## config.mk

```make
export PLATFORM = sky130hd
export DESIGN_NAME = if_fetch
export DESIGN_NICKNAME = d
export VERILOG_FILES = /design/src/rtl/if_fetch_pkg.sv /design/src/rtl/if_fetch_fetch_queue.sv /design/src/rtl/if_fetch.sv
export SDC_FILE = /design/constraint.sdc
export NUM_CORES = 1
export LEC_CHECK = 0
export BUFFER_PORTS_ARGS = -buffer_cell sky130_fd_sc_hd__buf_2
export CAP_MARGIN = 20
export CELL_PAD_IN_SITES_DETAIL_PLACEMENT = 1
export CELL_PAD_IN_SITES_GLOBAL_PLACEMENT = 2
export CORE_MARGIN = 1.5
export CORE_UTILIZATION = 36
export DETAILED_ROUTE_END_ITERATION = 8
export HOLD_SLACK_MARGIN = 0.15
export PLACE_DENSITY_LB_ADDON = 0.12
export SETUP_SLACK_MARGIN = 0.4
export SLEW_MARGIN = 20
export SYNTH_ARGS = -nofsm -noshare
export SYNTH_HDL_FRONTEND = slang
export SYNTH_HIERARCHICAL = 1
export SYNTH_SLANG_ARGS = --single-unit
```

## constraint.sdc

```tcl
create_clock -name clk -period 8.4 [get_ports clk]
set_input_delay 0.42 -clock clk [delete_from_list [all_inputs] [get_ports clk]]
set_output_delay 0.42 -clock clk [all_outputs]
set_load 0.02 [all_outputs]
```

## src/rtl/if_fetch_pkg.sv

```systemverilog
// ============================================================================
// Module      : if_fetch_pkg
// Description : Shared core constants, bus widths and the fetch-queue entry
//               type used by the instruction-fetch stage.
// Revision    : 1.0 - initial release
// ============================================================================
`default_nettype none

package if_fetch_pkg;

  localparam int INST_ADDR_W = 32;
  localparam int INST_W      = 32;

  localparam logic [INST_W-1:0]      ZERO_WORD        = 32'h0000_0000;
  localparam logic [INST_W-1:0]      INST_NOP         = 32'h0000_0013;
  localparam logic [INST_ADDR_W-1:0] RESET_PC_DEFAULT = 32'h0000_0000;

  localparam logic READ_ENABLE  = 1'b1;
  localparam logic READ_DISABLE = 1'b0;

  // One queue slot: the fetch address together with the word read there.
  typedef struct packed {
    logic [INST_ADDR_W-1:0] pc;
    logic [INST_W-1:0]      inst;
  } fetch_entry_t;

  localparam int ENTRY_W = INST_ADDR_W + INST_W;

  // Redirect targets are forced onto a word boundary.
  function automatic logic [INST_ADDR_W-1:0] word_align(input logic [INST_ADDR_W-1:0] addr);
    return {addr[INST_ADDR_W-1:2], 2'b00};
  endfunction

endpackage

`default_nettype wire

```

## src/rtl/if_fetch_fetch_queue.sv

```systemverilog
// ============================================================================
// Module      : fetch_queue
// Description : QDEPTH-entry circular FIFO with synchronous flush.
//               Ports:
//                 clk, rst      - clock, async active-low reset
//                 flush_i       - empty the queue (wins over push/pop)
//                 push_i/pop_i  - write tail / retire head
//                 wdata_i       - tail write data
//                 full_o/empty_o- occupancy flags
//                 head_o        - head entry (registered storage)
// Revision    : 1.0 - initial release
// ============================================================================
`default_nettype none

module fetch_queue #(
  parameter int QDEPTH = 2,
  parameter int WIDTH  = 64
) (
  input  logic             clk,
  input  logic             rst,
  input  logic             flush_i,
  input  logic             push_i,
  input  logic             pop_i,
  input  logic [WIDTH-1:0] wdata_i,
  output logic             full_o,
  output logic             empty_o,
  output logic [WIDTH-1:0] head_o
);

  localparam int PTR_W = $clog2(QDEPTH);
  localparam logic [PTR_W:0] DEPTH_CNT = QDEPTH[PTR_W:0];

  logic [WIDTH-1:0] mem_q [QDEPTH];
  logic [PTR_W-1:0] wr_ptr_q, wr_ptr_d;
  logic [PTR_W-1:0] rd_ptr_q, rd_ptr_d;
  logic [PTR_W:0]   count_q,  count_d;

  logic push_ok;
  logic pop_ok;

  assign full_o  = (count_q == DEPTH_CNT);
  assign empty_o = (count_q == '0);
  assign head_o  = mem_q[rd_ptr_q];

  // A push into a full queue is only honoured when the head leaves in the
  // same cycle; a pop on an empty queue is ignored.
  assign push_ok = push_i & (~full_o | pop_i);
  assign pop_ok  = pop_i & ~empty_o;

  always_comb begin
    wr_ptr_d = wr_ptr_q;
    rd_ptr_d = rd_ptr_q;
    count_d  = count_q;
    if (flush_i) begin
      wr_ptr_d = '0;
      rd_ptr_d = '0;
      count_d  = '0;
    end else begin
      if (push_ok) wr_ptr_d = wr_ptr_q + 1'b1;
      if (pop_ok)  rd_ptr_d = rd_ptr_q + 1'b1;
      case ({push_ok, pop_ok})
        2'b10:   count_d = count_q + 1'b1;
        2'b01:   count_d = count_q - 1'b1;
        default: count_d = count_q;
      endcase
    end
  end

  always_ff @(posedge clk or negedge rst) begin
    if (!rst) begin
      wr_ptr_q <= '0;
      rd_ptr_q <= '0;
      count_q  <= '0;
    end else begin
      wr_ptr_q <= wr_ptr_d;
      rd_ptr_q <= rd_ptr_d;
      count_q  <= count_d;
    end
  end

  // Payload storage needs no reset: it is only observed while count != 0.
  always_ff @(posedge clk) begin
    if (push_ok && !flush_i) begin
      mem_q[wr_ptr_q] <= wdata_i;
    end
  end

endmodule

`default_nettype wire

```

## src/rtl/if_fetch.sv

```systemverilog
// ============================================================================
// Module      : if_fetch
// Description : Instruction-fetch stage. Owns the PC, reads the
//               combinational instruction ROM, buffers {pc, inst} pairs in a
//               small queue and hands them to ID over valid/ready.
//               Ports:
//                 clk, rst           - clock, async active-low reset
//                 rom_ce_o/rom_addr_o- ROM enable and byte address (= PC)
//                 rom_inst_i         - ROM data for rom_addr_o, same cycle
//                 jump_flag_i/addr_i - redirect from EX (highest priority)
//                 id_ready_i         - ID consumes the head this cycle
//                 id_valid_o/pc_o/inst_o - head entry presented to ID
// Revision    : 1.0 - initial release
// ============================================================================
`default_nettype none

module if_fetch
  import if_fetch_pkg::*;
#(
  parameter logic [31:0] RESET_PC = RESET_PC_DEFAULT,
  parameter int          QDEPTH   = 2
) (
  input  logic        clk,
  input  logic        rst,
  output logic        rom_ce_o,
  output logic [31:0] rom_addr_o,
  input  logic [31:0] rom_inst_i,
  input  logic        jump_flag_i,
  input  logic [31:0] jump_addr_i,
  input  logic        id_ready_i,
  output logic        id_valid_o,
  output logic [31:0] id_pc_o,
  output logic [31:0] id_inst_o
);

  logic [31:0]        pc_q, pc_d;
  logic               rom_ce_q;
  logic               pop;
  logic               push;
  logic               q_full;
  logic               q_empty;
  logic [ENTRY_W-1:0] q_head;
  fetch_entry_t       head_entry;
  fetch_entry_t       tail_entry;

  assign rom_ce_o   = rom_ce_q;
  assign rom_addr_o = pc_q;

  assign pop  = id_valid_o & id_ready_i;
  // A redirect cancels the word being read this cycle; otherwise fetch
  // whenever there is room, counting the slot freed by a same-cycle pop.
  assign push = rom_ce_q & ~jump_flag_i & (~q_full | pop);

  assign tail_entry.pc   = pc_q;
  assign tail_entry.inst = rom_inst_i;

  always_comb begin
    pc_d = pc_q;
    if (jump_flag_i) begin
      pc_d = word_align(jump_addr_i);
    end else if (push) begin
      pc_d = pc_q + 32'd4;
    end
  end

  always_ff @(posedge clk or negedge rst) begin
    if (!rst) begin
      pc_q     <= RESET_PC;
      rom_ce_q <= READ_DISABLE;
    end else begin
      pc_q     <= pc_d;
      rom_ce_q <= READ_ENABLE;
    end
  end

  fetch_queue #(
    .QDEPTH (QDEPTH),
    .WIDTH  (ENTRY_W)
  ) u_fetch_queue (
    .clk     (clk),
    .rst     (rst),
    .flush_i (jump_flag_i),
    .push_i  (push),
    .pop_i   (pop),
    .wdata_i (tail_entry),
    .full_o  (q_full),
    .empty_o (q_empty),
    .head_o  (q_head)
  );

  assign head_entry = fetch_entry_t'(q_head);

  assign id_valid_o = ~q_empty;
  assign id_pc_o    = q_empty ? ZERO_WORD : head_entry.pc;
  assign id_inst_o  = q_empty ? INST_NOP  : head_entry.inst;

endmodule

`default_nettype wire

```

==> qor.json, run 1 <==
{
  "clock_sink_count": 163,
  "slew_headroom": 0.3563,
  "power.ir.vdd_worst_mv": 0.1714,
  "edff_count_synth": 128,
  "floorplan.io_pins": 166,
  "postSynthRegisterBits": 163,
  "clock_buffers_created_by_tritoncts": 17,
  "gr-usage-all-layers": 0.1726,
  "post-route-min-period_ns": 3.499,
  "grt_start_max_net_pins": 67,
  "worstSetupPathType": "reg2reg",
  "wl_met3_um": 578,
  "timing.hold.worst.class": "in2reg",
  "avgViaCountPerCell": 5.086,
  "synthesis.yosys.warnings": 6,
  "drcViolationCount": 0,
  "internal-power_mw": 1.422,
  "antenna_found_initial": 0,
  "totalWireLength_mm": 17.93,
  "numPortBuffers": 161,
  "dr.pass1.iters": 4,
  "setup-tns-final_ns": 0,
  "wl_per_cell_um": 18.52,
  "insertion_delay_ns": 0.42,
  "die-width_um": 145.1,
  "cts_buffer_depth": 2,
  "crit_chain": "nor2_4 -> nand2b_4 -> a21boi_0 -> and2_1 -> inv_1 -> a21o_1 -> nor3_2 -> buf_4",
  "power_per_cell_area_nw_per_um2": 214.2,
  "cts-root-buf": "clkbuf_16",
  "finClkSkew_ns": 0.01212,
  "setup.worst_path.start_class": "register",
  "final_layout_size_suffix_gt1_frac": 0.3642,
  "crit_required_ns": 8.44,
  "worst_pin_slew_ns": 0.9412,
  "synth_sequential_area_ratio": 0.6496,
  "total_routed_wire_length_on_the_met1_layer_mm": 8.324,
  "post-route-period-util": 0.4165,
  "cts_tree": "built",
  "run_status": "finished clean",
  "route.antenna.remaining_nets": 0,
  "clockPowerShare": 0.400,
  "cts_htree_levels": 4,
  "worst_setup_path_end_kind": "register",
  "die_y_um": 145.1,
  "antenna_cells": 0,
  "power.share.switching": 0.2559,
  "power.static_leakage_nw": 3.366,
  "routed-via-count": 4923,
  "rsz_0062_raised_after_global_routing": "false",
  "path_clk_slew_ns": 0.07,
  "dp_hpwl_mm": 11.55,
  "finalNonFillerCells": 968,
  "synth.distinct_cells": 58,
  "finalCoreUtilization": 0.4540,
  "design.die.area_um2": 21040,
  "max_freq_mhz": 285.8,
  "comb_power_share": 0.103,
  "critical-path-top-delay-family": "simple AND/OR/NAND/NOR gates",
  "weighted_congestion_at_the_end_of_routability_driven_global_placement": 0.7592,
  "initialDrtViolationCount": 252,
  "postPlaceCellArea_um2": 8328,
  "start_util": 0.3697,
  "postSynth.topFlopCell": "edfxtp_1",
  "setup-violations-final": 0,
  "cap_viol_max_count": 0,
  "first_global_vias": 5208,
  "grt_pass1_wl_mm": 28.38,
  "area_delta_synth_final_pct": 22.80,
  "hold_violations": 0,
  "route.met2.wl_mm": 8.808,
  "dp_cells": 935,
  "global_route.overflow_total": 0,
  "cp_max_fo": 56,
  "slew_violations": 0,
  "post_synth_instance_area_um2": 7266,
  "worst-path-buf-inv": 2,
  "synthCells": 528,
  "layout.nets": 759,
  "dr.max_layer_used": "met4",
  "postSynthAreaPerCell_um2": 13.76,
  "stdcell_area_um2": 8922,
  "slowest_stage": "buf_4",
  "p_seq_frac": 0.497,
  "net-switching-power_mw": 0.4890,
  "worst_ep_arrival_time_ns": 3.54,
  "async_set_or_reset_flop_fraction_in_the_synthesized_netlist": 0.2147,
  "slowest_stage_delay_on_critical_path_ns": 0.76,
  "rows": 51,
  "core_area_um2": 19650
}
registers in the layout (all words and copies together) (netlist names):
register                count
u_fetch_queue/wr_ptr_q      1
u_fetch_queue/mem_q       128
rom_ce_o                    1
rom_addr_o                 30
u_fetch_queue/rd_ptr_q      1
u_fetch_queue/count_q       2
worst reg2reg max path, cell delays in order (launching register included):
cell	delay (ns)
dfrtp_1	0.49
nor2_4	0.07
nand2b_4	0.17
a21boi_0	0.41
and2_1	0.26
inv_1	0.11
a21o_1	0.23
nor3_2	0.59
buf_4	0.76
cell type report:
type                    instances  area, um2
fillers                      2104      10730
flip-flops and latches        163       4723
multi-input cells             329       2389
repair buffers                166      845.8
clock buffers                  17      425.4
well taps                     265      331.6
clock inverters                15      158.9
inverters                      13      48.80
layer usage:
metal / global-route usage / vias up
met3: 0.03050 / 18
met1: 0.2237 / 2492
met4: 0.05612 / 0
li1: - / 2298
met5: 0 / -
met2: 0.2933 / 115
path summary, 6_finish.rpt:
kind	from	to	slack, ns	cells after the start
max reg2reg	u_fetch_queue/count_q[0]	u_fetch_queue/mem_q[0][51]	4.90	8
max	u_fetch_queue/count_q[0]	u_fetch_queue/mem_q[0][51]	4.90	8
min in group asynchronous	rst	rom_addr_o[6]	0.67	2
min reg2reg	rom_addr_o[31]	u_fetch_queue/mem_q[0][63]	0.55	0
min	rom_inst_i[13]	u_fetch_queue/mem_q[0][13]	0.19	1
max in group asynchronous	rst	u_fetch_queue/rd_ptr_q	7.08	2
layout by cell type (no fill, tap or decap), types with 13 or more instances in the layout:
cell type,count
a31oi_1,16
buf_2,161
clkbuf_16,17
dfrtp_1,34
edfxtp_1,128
mux2_1,22
mux2_2,42
nand2_1,24
nand3_1,15
nor2_1,22
nor2b_1,64
o21ai_0,16
o31ai_1,13
kinds of logic after synthesis:
| group | Yosys count | synth area share |
|---|---|---|
| AND/OR/NAND/NOR | 179 | 0.1436 |
| flip-flops | 163 | 0.6496 |
| AO/OA/AOI/OAI | 67 | 0.06389 |
| multiplexers | 66 | 0.1026 |
| buffers and inverters | 41 | 0.02669 |
| XOR/XNOR | 9 | 0.01085 |
| other | 2 | 0.001034 |
| adder cells (fa/ha/maj) | 1 | 0.001722 |
power groups by stage:
stage / combinational, mW / sequential (mW) / clock, mW
6_report: 0.197 / 0.949 / 0.765
2_1_floorplan: 0.108 / 0.969 / 0
4_1_cts: 0.201 / 0.950 / 0.782
3_5_place_dp: 0.200 / 0.967 / 0
3_3_place_gp: 0.195 / 0.964 / 0
5_1_grt: 0.214 / 0.955 / 0.812
repair_timing:
action	4_1_cts	5_1_grt
gates resized for setup	0	0
setup buffers	0	0
endpoints found under the hold margin	14	0
hold buffers	1	0
cell usage after synthesis, types with 13 or more instances:
cell      instances  area [um2]
mux2_1           22       247.7
edfxtp_1        128        3844
nand2_1          24       90.09
nand3_1          15       75.07
clkbuf_1         17       63.81
nor2_1           23       86.33
dfrtp_1          35       875.8
a31oi_1          16       100.1
nor2b_1          64       400.4
mux2_2           42       473.0
o21ai_0          16       80.08
o31ai_1          13       97.59
metrics by stage:
stage | worst slack (ns) | power (mW) | hold slack (ns)
3_5_place_dp | 4.913 | 1.167 | 0.5315
3_3_place_gp | 5.008 | 1.159 | 0.5053
4_1_cts | 4.870 | 1.933 | 0.1692
2_1_floorplan | 1.671 | 1.077 | 0.1244
6_report | 4.901 | 1.911 | 0.1891
5_1_grt | 4.768 | 1.982 | 0.1749
(Power assumes the default switching activity.)
==> inputs of run 2 (changes only) <==
--- a/config.mk
+++ b/config.mk
@@ -5,12 +5,13 @@
 export SDC_FILE = /design/constraint.sdc
 export NUM_CORES = 1
 export LEC_CHECK = 0
+export ABC_AREA = 1
 export BUFFER_PORTS_ARGS = -buffer_cell sky130_fd_sc_hd__buf_2
 export CAP_MARGIN = 20
 export CELL_PAD_IN_SITES_DETAIL_PLACEMENT = 1
 export CELL_PAD_IN_SITES_GLOBAL_PLACEMENT = 2
 export CORE_MARGIN = 1.5
-export CORE_UTILIZATION = 36
+export CORE_UTILIZATION = 33
 export DETAILED_ROUTE_END_ITERATION = 8
 export HOLD_SLACK_MARGIN = 0.15
 export PLACE_DENSITY_LB_ADDON = 0.12
==> constraint.sdc (replaced) <==
create_clock -name clk -period 3.6 [get_ports clk]
set_input_delay 0.18 -clock clk [delete_from_list [all_inputs] [get_ports clk]]
set_output_delay 0.18 -clock clk [all_outputs]
set_load 0.02 [all_outputs]
==> run 2 against run 1 <==
Effect of this change: cell area grew 14%; clock power is 150% higher; worst setup slack got worse by 3.7 ns; sequential power grew 140%; critical endpoint is now id_pc_o[12]; largest power group unchanged.
==> qor.json, run 2 <==
{
  "critical-path-top-delay-family": "buffers and inverters",
  "hold_path_startpoint": "id_ready_i",
  "setup.worst_path.start_class": "register",
  "r2r-end": "u_fetch_queue/mem_q[1][4]",
  "post_cts_setup_buffers": 0,
  "timing.hold.worst.class": "in2reg",
  "grt_pass1_wl_mm": 32.69,
  "comb_power_share": 0.172,
  "power.share.switching": 0.2918,
  "run_status": "finished clean",
  "clockPowerShare": 0.380,
  "power.ir.vdd_worst_mv": 0.3763,
  "regToRegStartpoint": "u_fetch_queue/count_q[0]",
  "final_critical_path_setup_slack_ns": 1.230,
  "cts_htree_levels": 4,
  "net-switching-power_mw": 1.459,
  "finalNonFillerCells": 1420,
  "antenna_cells": 0,
  "synth.area.top_cells": "edfxtp_1 50%, nand2_1 16%, dfrtp_1 11%",
  "power_per_cell_area_nw_per_um2": 492.5,
  "design.die.area_um2": 24330,
  "p_seq_frac": 0.449,
  "setup-violations-final": 0,
  "floorplan.io_pins": 166,
  "dp_cells": 1325,
  "final_layout_size_suffix_gt1_frac": 0.2222,
  "crit_required_ns": 3.42,
  "timing.hold.worst_endpoint": "u_fetch_queue/rd_ptr_q",
  "postPlaceCellArea_um2": 8904,
  "die-width_um": 156.0,
  "ff_latch_area_um2": 4721,
  "rows": 55,
  "cts_buffer_depth": 2,
  "hold_violations": 0,
  "internal-power_mw": 3.541,
  "global_route.overflow_total": 0,
  "grt_start_max_net_pins": 65,
  "wl_per_cell_um": 14.50,
  "power_mw": 5.000,
  "power.static_leakage_nw": 4.701,
  "insertion_delay_ns": 0.42,
  "postSynth.topFlopCell": "edfxtp_1",
  "post_synth_instance_area_um2": 7724,
  "worstSetupStartpoint": "u_fetch_queue/rd_ptr_q",
  "length_in_cells_of_the_worst_reg_to_reg_path": 10,
  "synth.distinct_cells": 30,
  "worst_pin_slew_ns": 0.8879,
  "worst_ep_arrival_time_ns": 2.19,
  "post-route-min-period_ns": 2.370,
  "setup-tns-final_ns": 0,
  "numPortBuffers": 161,
  "reg2reg_setup_slack_ns": 1.26,
  "gr-usage-all-layers": 0.1743,
  "clock_buffers_created_by_tritoncts": 17,
  "async_set_or_reset_flop_fraction_in_the_synthesized_netlist": 0.2147,
  "worstSetupPathType": "reg2out",
  "list_of_most_frequent_post_synthesis_cells": "338 x nand2_1, 128 x edfxtp_1, 109 x inv_1, 91 x nor2_1, 54 x nand3_1",
  "area_delta_synth_final_pct": 31.46,
  "routed-via-count": 6215,
  "multi_input_gate_area_um2": 2472,
  "synth_top_area_share": 0.4977,
  "post-route-period-util": 0.6583,
  "slowest_stage_delay_on_critical_path_ns": 0.44,
  "drcViolationCount": 0,
  "cp_most_frequent_cell": "nand2_1",
  "stdcell_area_um2": 10150,
  "postSynthRegisterBits": 163,
  "initialDrtViolationCount": 283,
  "cts-root-buf": "clkbuf_16",
  "first_global_vias": 6174,
  "totalWireLength_mm": 20.59,
  "rsz_0062_raised_after_global_routing": "false",
  "final_common_cell": "nand2_1",
  "worst-path-buf-inv": 4,
  "core_area_um2": 22780,
  "yosysTopAreaCell": "edfxtp_1",
  "slowest_stage": "inv_2",
  "synthMostInstantiatedCell": "nand2_1",
  "synthCells": 869,
  "most_flop_heavy_register": "u_fetch_queue/mem_q",
  "avgViaCountPerCell": 4.377,
  "path_clk_slew_ns": 0.06,
  "antenna_found_initial": 0,
  "largest_register_ffs": 128,
  "cts_tree": "built",
  "dp_hpwl_mm": 13.57,
  "hold-path-cell-count": 5,
  "die_y_um": 156.0,
  "cap_viol_max_count": 0,
  "slew_violations": 0,
  "max_freq_mhz": 422.0,
  "dr.pass1.iters": 4,
  "crit_chain": "inv_2 -> buf_4 -> nand2_1 -> nand2_1 -> inv_1 -> nor2_1 -> buf_2",
  "postSynthAreaPerCell_um2": 8.888,
  "num-fill-cells": 2689,
  "layout.nets": 1163,
  "cp_max_fo": 30,
  "synthesis.yosys.warnings": 6,
  "edff_count_synth": 128,
  "worst_setup_path_end_kind": "output port",
  "final_cell_mix": "338 x nand2_1, 161 x buf_2, 128 x edfxtp_1",
  "start_util": 0.3391,
  "synth_sequential_area_ratio": 0.6110,
  "weighted_congestion_at_the_end_of_routability_driven_global_placement": 0.7297,
  "post_placement_setup_slack_ns": 1.218,
  "slew_headroom": 0.4081,
  "route.antenna.remaining_nets": 0,
  "finClkSkew_ns": 0.01395,
  "clock_sink_count": 163
}
## run 2: cell type report
| class | count | share of cell area |
|---|---|---|
| multi-input cells | 566 | 0.2435 |
| well taps | 313 | 0.03857 |
| clock inverters | 14 | 0.01873 |
| clock buffers | 18 | 0.04227 |
| repair buffers | 232 | 0.1498 |
| inverters | 114 | 0.04214 |
| flip-flops and latches | 163 | 0.4649 |
## run 2: layer usage
layer,part of all wire,track usage,vias up
met5,0,0,-
met4,0.010,0.04580,0
met3,0.033,0.02667,14
met2,0.49,0.2990,121
met1,0.47,0.2298,2926
li1,-,-,3154
## run 2: stage by stage
step                      hold slack, ns  utilization
after floorplan                  -0.1156            -
after global placement            0.3674       0.3909
after detailed placement          0.3673       0.3909
after CTS                         0.2349       0.4458
after global routing              0.2628       0.4458
final                             0.2459       0.4458
## run 2: cell families after synthesis
kind of cell / count (synthesis) / synth area share
AOI/OAI and AO/OA: 28 / 0.02122
xor gates and xnor gates: 5 / 0.005670
adders and majority gates: 1 / 0.001620
and+or+nand+nor: 525 / 0.2848
buffers and inverters: 145 / 0.07468
DFF: 163 / 0.6110
other: 2 / 0.0009723
## run 2: power groups by stage
stage | combinational [mW] | sequential (mW) | clock (mW)
floorplan | 0.485 | 2.29 | 0
finish | 0.858 | 2.24 | 1.90
CTS | 0.878 | 2.24 | 1.95
global placement | 0.813 | 2.28 | 0
detailed placement | 0.822 | 2.28 | 0
global route | 0.958 | 2.26 | 2.05
## run 2: worst register-to-register path: cells and delay by family (launching register included)
kind / cells / cell delay (ns)
AND/OR/NAND/NOR: 5 / 0.74
flip-flops: 1 / 0.45
buffers and inverters: 5 / 0.76
## run 2: worst max path at each step
stage          slack [ns]  depth (start not counted)                          to
3_3_place_gp         1.26                         10  u_fetch_queue/mem_q[1][11]
6_report             1.23                          7                 id_pc_o[12]
3_5_place_dp         1.22                         10   u_fetch_queue/mem_q[1][7]
4_1_cts              1.13                          7                  id_pc_o[9]
5_1_grt              1.03                          7                 id_pc_o[12]
2_1_floorplan        0.41                          9   u_fetch_queue/mem_q[1][0]
## run 2: what timing repair did
action	in CTS	in global routing
resized for setup	0	0
hold buffers	63	0
endpoints found under the hold margin	129	0
==> inputs of run 3 (changes only) <==
==> constraint.sdc (replaced) <==
create_clock -name clk -period 2.38 [get_ports clk]
set_input_delay 0.119 -clock clk [delete_from_list [all_inputs] [get_ports clk]]
set_output_delay 0.119 -clock clk [all_outputs]
set_load 0.02 [all_outputs]
==> run 3 against run 2 <==
Effect of this change: critical path depth up 3; hold slack worse by 0.054 ns; sequential share of layout area down 1.4 points; clock skew up 0.0022 ns; non-clock buffer count up 18; worst setup slack worse by 0.80 ns; global-route usage up 0.57 points; power up 52%; largest power group unchanged.
==> qor.json, run 3 (synthesis gave the netlist of run 2 again) <==
{
  "core_area_um2": 22780,
  "cts_tree": "built",
  "comb_power_share": 0.178,
  "num-fill-cells": 2668,
  "final_layout_size_suffix_gt1_frac": 0.2391,
  "area_delta_synth_final_pct": 35.57,
  "power.static_leakage_nw": 4.838,
  "regToRegStartpoint": "u_fetch_queue/count_q[1]",
  "drcViolationCount": 0,
  "setup-violations-final": 0,
  "largest_register_ffs": 128,
  "wl_per_cell_um": 14.98,
  "stdcell_area_um2": 10470,
  "rows": 55,
  "hold_violations": 0,
  "numPortBuffers": 161,
  "slew_violations": 0,
  "power.share.switching": 0.2906,
  "r2r-end": "u_fetch_queue/mem_q[1][50]",
  "worst_setup_path_end_kind": "register",
  "rsz_0062_raised_after_global_routing": "true",
  "final_critical_path_setup_slack_ns": 0.4288,
  "ff_latch_area_um2": 4722,
  "global_route.overflow_total": 0,
  "first_global_vias": 6490,
  "multi_input_gate_area_um2": 2489,
  "routed-via-count": 6366,
  "hold-path-cell-count": 4,
  "cts_htree_levels": 4,
  "finalCoreUtilization": 0.4597,
  "max_freq_mhz": 512.5,
  "post-route-period-util": 0.8198,
  "post_placement_setup_slack_ns": 0.3799,
  "gr-usage-all-layers": 0.1801,
  "die_y_um": 156.0,
  "timing.hold.worst.class": "in2reg",
  "net-switching-power_mw": 2.214,
  "postPlaceCellArea_um2": 8962,
  "insertion_delay_ns": 0.42,
  "timing.hold.worst_endpoint": "rom_addr_o[4]",
  "crit_required_ns": 2.51,
  "grt_start_max_net_pins": 66,
  "grt_pass1_wl_mm": 33.51,
  "slowest_stage_delay_on_critical_path_ns": 0.39,
  "power.ir.vdd_worst_mv": 0.4887,
  "worst-path-buf-inv": 5,
  "start_util": 0.3391,
  "totalWireLength_mm": 21.55,
  "setup-tns-final_ns": 0,
  "initialDrtViolationCount": 207,
  "most_flop_heavy_register": "u_fetch_queue/mem_q",
  "avgViaCountPerCell": 4.427,
  "cap_viol_max_count": 0,
  "dr.pass1.iters": 4,
  "worstSetupPathType": "reg2reg",
  "floorplan.io_pins": 166,
  "power_mw": 7.617,
  "internal-power_mw": 5.404,
  "setup.worst_path.start_class": "register",
  "die-width_um": 156.0,
  "dp_hpwl_mm": 13.78,
  "path_clk_slew_ns": 0.07,
  "cts_buffer_depth": 2,
  "length_in_cells_of_the_worst_reg_to_reg_path": 10,
  "final_cell_mix": "337 x nand2_1, 161 x buf_2, 128 x edfxtp_1",
  "slowest_stage": "dfrtp_1",
  "slew_headroom": 0.3975,
  "finClkSkew_ns": 0.01611,
  "power_per_cell_area_nw_per_um2": 727.5,
  "clock_sink_count": 163,
  "antenna_cells": 0,
  "hold_path_startpoint": "jump_flag_i",
  "clockPowerShare": 0.376,
  "p_seq_frac": 0.446,
  "reg2reg_setup_slack_ns": 0.43,
  "worst_ep_arrival_time_ns": 2.08,
  "cts-root-buf": "clkbuf_16",
  "run_status": "finished clean",
  "post-route-min-period_ns": 1.951,
  "crit_chain": "inv_2 -> nand2_4 -> inv_4 -> o21ai_2 -> nand3_1 -> inv_2 -> nand2_4 -> nor3_4 -> buf_6 -> clkbuf_16",
  "critical-path-top-delay-family": "buffers and inverters",
  "antenna_found_initial": 0,
  "weighted_congestion_at_the_end_of_routability_driven_global_placement": 0.7428,
  "cp_max_fo": 8,
  "worst_pin_slew_ns": 0.9038,
  "final_common_cell": "nand2_1",
  "route.antenna.remaining_nets": 0,
  "design.die.area_um2": 24330,
  "layout.nets": 1181,
  "clock_buffers_created_by_tritoncts": 17
}
==> run 3: changes by cell type in the layout (fill, tap and decap cells not counted), sizes merged <==
| cell | change |
|---|---|
| clkinv | -2 |
| dlygate4sd3 | +1 |
| inv | +1 |
| clkbuf | +4 |
| clkinvlp | +1 |
| buf | +13 |
==> run 3: timing repair <==
item,CTS,global route
endpoints found under the setup margin,129,171
endpoints found under the hold margin,129,0
hold buffers,64,0
gates cloned,1,6
setup buffers,2,5
pin swaps,1,5
resized for setup,5,10
==> run 3: power groups by stage <==
stage | clock, mW | sequential [mW] | combinational (mW)
finish | 2.87 | 3.39 | 1.36
global route | 3.07 | 3.42 | 1.51
CTS | 2.94 | 3.40 | 1.35
detailed placement | 0 | 3.46 | 1.25
global placement | 0 | 3.45 | 1.23
floorplan | 0 | 3.46 | 0.742
==> run 3: worst max-delay path by stage <==
stage / to / cells after the start / slack (ns) / start
6_report: u_fetch_queue/mem_q[1][50] / 10 / 0.43 / u_fetch_queue/count_q[1]
5_1_grt: u_fetch_queue/mem_q[1][50] / 10 / 0.36 / u_fetch_queue/count_q[1]
4_1_cts: u_fetch_queue/count_q[0] / 14 / 0.39 / u_fetch_queue/count_q[0]
3_5_place_dp: u_fetch_queue/mem_q[1][9] / 9 / 0.38 / u_fetch_queue/count_q[0]
3_3_place_gp: u_fetch_queue/mem_q[1][6] / 9 / 0.39 / u_fetch_queue/count_q[0]
2_1_floorplan: u_fetch_queue/mem_q[1][0] / 9 / -0.72 / u_fetch_queue/count_q[0]
==> run 3: through the flow <==
| stage | hold slack, ns | std cells |
|---|---|---|
| after detailed placement | 0.3039 | 1328 |
| after global placement | 0.2973 | 1328 |
| after floorplan | -0.1766 | 874 |
| after CTS | 0.1895 | 1427 |
| after global routing | 0.2276 | 1438 |
| final | 0.1924 | 1438 |
==> run 3: final cells by class <==
type / instances / area share
Clock buffer: 18 / 0.04098
Clock inverter: 14 / 0.01804
Inverter: 114 / 0.04182
Multi-Input combinational cell: 566 / 0.2377
Sequential cell: 163 / 0.4509
Tap cell: 313 / 0.03740
Timing Repair Buffer: 250 / 0.1731
==> run 3: worst reg2reg max path: cells and delay by family (launching register included) <==
family	cells	cell delay, ns
AOI/OAI and AO/OA	1	0.14
buffers and inverters	5	0.63
DFF	1	0.39
and+or+nand+nor	4	0.48
==> run 3: metal layers <==
layer	up-vias	global-route usage	wire (um)
met3	17	0.02833	682
li1	3202	-	-
met2	120	0.3225	10810
met5	-	0	0
met4	0	0.04671	202
met1	3027	0.2254	9849
